### config.mk
export PLATFORM = sky130hd
export DESIGN_NAME = spi_arbiter
export DESIGN_NICKNAME = d
export VERILOG_FILES = /design/src/rtl/spi_arbiter.sv
export SDC_FILE = /design/constraint.sdc
export NUM_CORES = 1
export LEC_CHECK = 0
export ABC_AREA = 0
export BUFFER_PORTS_ARGS = -buffer_cell sky130_fd_sc_hd__buf_4
export CORE_MARGIN = 1
export CORE_UTILIZATION = 40
export CTS_BUF_LIST = sky130_fd_sc_hd__clkbuf_16
export CTS_CLUSTER_SIZE = 28
export DETAILED_ROUTE_END_ITERATION = 8
export PLACE_DENSITY = 0.75
export SYNTH_ARGS = -nofsm -noshare
export SYNTH_HDL_FRONTEND = slang
export SYNTH_SLANG_ARGS = --single-unit
### constraint.sdc
create_clock -name clkin -period 1.7 [get_ports clkin]
set_input_delay 0.255 -clock clkin [delete_from_list [all_inputs] [get_ports clkin]]
set_output_delay 0.255 -clock clkin [all_outputs]
set_load 0.05 [all_outputs]
### src/rtl/spi_arbiter.sv
// spi_arbiter: shares one SPI peripheral between two requesters using round-robin grants and fixed-length transfer timing.
// Optional feature macro SPI_ARB_LOCK_EN adds lock0/lock1 so the owner can keep the SPI for multi-byte frames.
module spi_arbiter #(
  parameter int XFER_CYCLES = 16,
  parameter int CNT_W       = 5
) (
  input  logic       clkin,
  input  logic       rst,
`ifdef SPI_ARB_LOCK_EN
  input  logic       lock0,
  input  logic       lock1,
`endif
  input  logic       req0,
  input  logic       we0,
  input  logic [7:0] wdata0,
  output logic       ack0,
  input  logic       req1,
  input  logic       we1,
  input  logic [7:0] wdata1,
  output logic       ack1,
  output logic [7:0] rdata,
  output logic       load,
  output logic       unload,
  output logic [7:0] datain,
  input  logic [7:0] dataout,
  output logic       busy,
  output logic       owner
);

  // Handshake: a requester holds req (with stable we/wdata) until it sees its ack,
  // a one-cycle pulse in DONE; it must drop req on that edge to avoid a second grant.
  typedef enum logic [1:0] {
    IDLE  = 2'd0,
    ISSUE = 2'd1,
    WAIT  = 2'd2,
    DONE  = 2'd3
  } state_t;

  state_t           state_q, state_d;
  logic [CNT_W-1:0] cnt_q;
  logic             we_q;
  logic             grant_vld;
  logic             grant_id;
  logic             xfer_last;
`ifdef SPI_ARB_LOCK_EN
  logic             lock_hold_q;
`endif

  assign xfer_last = (cnt_q == CNT_W'(XFER_CYCLES - 1));

  // owner doubles as last_grant: both always name the most recent grantee.
  always_comb begin
    state_d   = state_q;
    grant_vld = 1'b0;
    grant_id  = owner;
    case (state_q)
      IDLE: begin
`ifdef SPI_ARB_LOCK_EN
        if (lock_hold_q && (owner ? req1 : req0)) begin
          grant_vld = 1'b1;
          grant_id  = owner;
        end else
`endif
        if (req0 && req1) begin
          grant_vld = 1'b1;
          grant_id  = ~owner;
        end else if (req0) begin
          grant_vld = 1'b1;
          grant_id  = 1'b0;
        end else if (req1) begin
          grant_vld = 1'b1;
          grant_id  = 1'b1;
        end
        if (grant_vld) state_d = ISSUE;
      end
      ISSUE:   state_d = WAIT;
      WAIT:    if (xfer_last) state_d = DONE;
      DONE:    state_d = IDLE;
      default: state_d = IDLE;
    endcase
  end

  assign load   = (state_q == ISSUE) && we_q;
  assign unload = (state_q == ISSUE) && !we_q;
  assign ack0   = (state_q == DONE) && !owner;
  assign ack1   = (state_q == DONE) && owner;
  assign busy   = (state_q != IDLE);

  always_ff @(posedge clkin) begin
    if (rst) begin
      state_q     <= IDLE;
      cnt_q       <= '0;
      we_q        <= 1'b0;
      datain      <= 8'h00;
      rdata       <= 8'h00;
      owner       <= 1'b1;
`ifdef SPI_ARB_LOCK_EN
      lock_hold_q <= 1'b0;
`endif
    end else begin
      state_q <= state_d;
      cnt_q   <= (state_q == WAIT) ? cnt_q + CNT_W'(1) : '0;
      // datain doubles as the latched write byte, so later wdata changes cannot reach the SPI.
      if (grant_vld) begin
        owner  <= grant_id;
        we_q   <= grant_id ? we1 : we0;
        datain <= grant_id ? wdata1 : wdata0;
      end
      if ((state_q == WAIT) && xfer_last) rdata <= dataout;
`ifdef SPI_ARB_LOCK_EN
      // Lock only survives into the single IDLE cycle right after DONE.
      lock_hold_q <= (state_q == DONE) && (owner ? lock1 : lock0);
`endif
    end
  end

endmodule

# After elaboration in Yosys (flattened, before gate mapping)
# Index checks and enable logic that the tools add are counted.
# op_classes
addsub	1
eq_ne	6
muxes	14
bitwise_logic	2
n_reduce_logical	12
# op_table
operator	n
2-to-1 mux 1 bit	10
2-to-1 mux 8 bit	1
one-hot mux 2 bit (4 select lines)	1
logical AND 1 bit	6
adder 5 x 1 -> 5 bit (second input constant)	1
== test 5 x 4 -> 1 bit (second input constant)	1
== test 2 bit (second input constant)	2
2-to-1 mux 2 bit	2
!= test 2 bit (second input constant)	2
== test 2 x 1 -> 1 bit (second input constant)	1
zero test 1 bit	2
zero test 2 bit	1
NOT 1 bit	2
AND reduction 2 bit	1
nonzero test 2 bit	1
OR reduction 2 bit	1
# totals
regBits	25
inputBits	30
out_inout_bits	22
word_cells	41

# Depth between registers and ports, before layout
# logic_depth
word_depth	6
mapped_depth	7

# Least setup slack after synthesis
# OpenSTA, ideal clock, no wires.
# synth_timing
path_kind	register to output
startpoint	reg owner
endpoint	out ack0
t_arrival_ns	1.423
required_time_ns	1.445
path_slack_ns	0.022
stages_incl_launch_ff	3
path_buffers	1
path_cell_list	dfxtp_1 buf_6 nor2b_1
# synth_between
elab_chain_cells	2
# synth_lines
element	line	rtl
start: declaration	27	output logic owner
start signal: assignment	105	owner <= grant_id;
zero test 1 bit	85	assign ack0 = (state_q == DONE) && !owner;
logical AND 1 bit	85	
end: declaration	16	output logic ack0,
# No other way between the ends.

# Worst setup path in the final report
# layout_timing
startpoint	reg state_q[1]
endpoint	out busy
# layout_between
elab_chain_cells	1
# layout_lines
element	line	rtl
start: declaration	39	state_t state_q, state_d;
start signal: assignment	101	state_q <= state_d;
nonzero test 2 bit	87	assign busy = (state_q != IDLE);
end: declaration	26	output logic busy,
# No other way between the ends.

==> results.json <==
{
  "final_nets": 229,
  "setup_viol": 0,
  "die_h_um": 58.3,
  "synth_ff_type": "dfxtp_1",
  "syn_area_um2": 1270,
  "start_kind": "flop",
  "overflow": 0,
  "crit_path_end_kind": "output pin",
  "vias": 1166,
  "start_util_pct": 41.9,
  "ys_warn_count": 0,
  "first_global_vias": 1129,
  "dieArea_um2": 3400,
  "clk_pin_slew_ns": 0.06,
  "synth-seq-cells": 25,
  "die_w_um": 58.3,
  "rsz0062_at_grt": "false",
  "gr-usage-all-layers_pct": 19.0,
  "async_flop_share_pct": 0,
  "yosysMostFrequentCell": "dfxtp_1",
  "port_buffers": 51,
  "relSlewSlack_pct": 40.7,
  "min_from": "wdata1[4]",
  "min_delay_path_depth": 2,
  "yosys.area.top_type": "dfxtp_1",
  "cts-htree-levels": 1,
  "vias_per_cell": 4.96,
  "finalHoldViolCount": 0,
  "required_ns": 1.44,
  "crit_path_cell_trace": "inv_1, ha_4, buf_4, inv_1, buf_4",
  "cts_tree": "built",
  "ant_nets": 0,
  "antenna_found_initial": 0,
  "post-route-period-util_pct": 95.1,
  "fill_cells": 288,
  "fmax_mhz": 619,
  "p_per_area_nw_per_um2": 1480,
  "grt_first_pass_wirelength_um": 4840,
  "synth_cell_types": 26,
  "crit_type": "reg -> out",
  "worst_slack_ns": 0.0838,
  "cp_max_fo": 10,
  "first_iter_violations": 43,
  "status": "finished, final reports clean",
  "slew_violations": 0,
  "holdPathEnd": "datain[4]",
  "cts_buffers": 3,
  "syn_to_final_growth_pct": 38.2,
  "worst_ep_arrival_time_ns": 1.36,
  "grt_start_max_net_pins": 19,
  "rr_startpoint": "state_q[0]",
  "r2r_setup_slack_ns": 0.14,
  "cts-root-buf": "clkbuf_16",
  "synth_edf_count": 0,
  "ys_top_cells_by_area": "dfxtp_1, o311a_1, ha_1, inv_1, a21oi_2",
  "reg2reg_depth": 5,
  "io_pins": 52,
  "syn_area_per_cell_um2": 8.94,
  "fp-row-count": 20,
  "pre_cts_ws_ns": 0.102,
  "ir_worst_vdd_v": 0.000835,
  "power_mw": 2.59,
  "maxCapViolCount": 0,
  "yosysSeqAreaShare_pct": 39.4,
  "worst_path_max_delay_cell": "dfxtp_1",
  "worst_slew_pin_slew_ns": 0.889,
  "min_path_type": "in -> reg",
  "place_congestion": 0.714,
  "clock_path_buffers": 2,
  "dr.pass1.iters": 4,
  "drive_gt1_share_pct": 37.7,
  "core_area_um2": 3030,
  "finClkSkew_ns": 0.00339,
  "drc": 0,
  "finalWirelength_um": 2970,
  "wl_per_cell_um": 12.7,
  "r2r-end": "state_q[1]",
  "leakage_nw": 0.793,
  "n_antenna_cell": 0,
  "syn_inst": 142,
  "cpPeakStageDelay_ns": 0.38,
  "synthTopCellsByCount": "dfxtp_1, inv_1, nand2_1",
  "min_period_ns": 1.62,
  "place_hpwl_um": 2330,
  "syn-num-nets": 179,
  "yosysTopAreaCellShare_pct": 39.4,
  "finalSetupTns_ns": 0,
  "cts.sinks": 25,
  "worstSkewPairLatency_ns": 0.26,
  "ctsHoldBuffers": 0
}
==> worst max-delay path by stage <==
stage | cells after the start | to | from | slack, ns
after floorplan | 2 | ack0 | owner | 0.02
after global placement | 5 | datain[6] | state_q[0] | 0.17
after detailed placement | 5 | datain[7] | state_q[0] | 0.10
after CTS | 5 | busy | state_q[0] | 0.06
after global routing | 5 | busy | state_q[1] | 0.02
final | 5 | busy | state_q[1] | 0.08
==> state kept, by name (all words and copies together) (netlist names) <==
name	flops
datain	8
rdata	8
cnt_q	5
state_q	2
owner	1
we_q	1
==> kinds of logic after synthesis <==
family	Yosys count	share of synthesized area (%)
simple gates	33	13.0
xor+xnor	2	1.38
flops	25	39.4
compound gates	42	26.8
buf+inv	33	12.5
fa+ha+maj	7	6.90
==> placed cells by master, fill, tap and decap left out, types with 2 or more instances in the layout <==
cell type  Yosys  layout
buf_4          3      54
dfxtp_1       25      24
inv_1         23      23
nand2_1       11      11
o311a_1       10      10
a21oi_2        9       9
o2111ai_1      9       9
nand3_1        9       9
a21oi_1        9       9
ha_1           7       6
nor2_1         4       4
nor2b_1        3       3
clkbuf_16      0       3
and3_1         2       2
and2_1         2       2
o21a_1         2       2
==> layout make-up <==
cell class	count	area, µm²	area share (%)
repair buffers	54	405	23.1
clock buffers	3	75.1	4.28
clock inverters	1	5.00	0.285
flip-flops and latches	25	502	28.6
well taps	44	55.1	3.14
inverters	24	90.1	5.13
multi-input cells	84	623	35.5
==> metrics by stage <==
stage / hold slack (ns) / instance area (µm²) / std cells / utilization [%]
floorplan: 0.403 / 1270 / 142 / -
global placement: 0.434 / 1660 / 231 / 54.9
detailed placement: 0.454 / 1660 / 231 / 54.9
CTS: 0.245 / 1740 / 235 / 57.6
global route: 0.243 / 1760 / 235 / 58.0
finish: 0.245 / 1760 / 235 / 58.0
==> routing by layer <==
metal	vias to the layer above	share of wire (%)	track usage [%]
met2	48	47	33.2
met1	521	44	21.9
met4	0	2.0	10.2
met5	-	0	0
met3	4	6.2	3.74
li1	593	-	-
==> worst max-delay path, delay by kind of cell (launching register included) <==
kind	cells	cell delay, ns
buf+inv	4	0.53
flops	1	0.38
fa+ha+maj	1	0.19
==> power breakdown <==
part           internal, mW  leakage [nW]  total [mW]  switching (mW)
Sequential            0.707         0.205       0.784          0.0765
Clock                 0.317        0.0409       0.524           0.207
Combinational         0.444         0.548        1.28           0.840
==> timing repair <==
action | CTS | global route
gates resized for setup | 1 | 2
setup buffers | 0 | 0
endpoints found under the setup margin | 1 | 1
cloned | 0 | 0
Power figures use the tool's default switching activity.
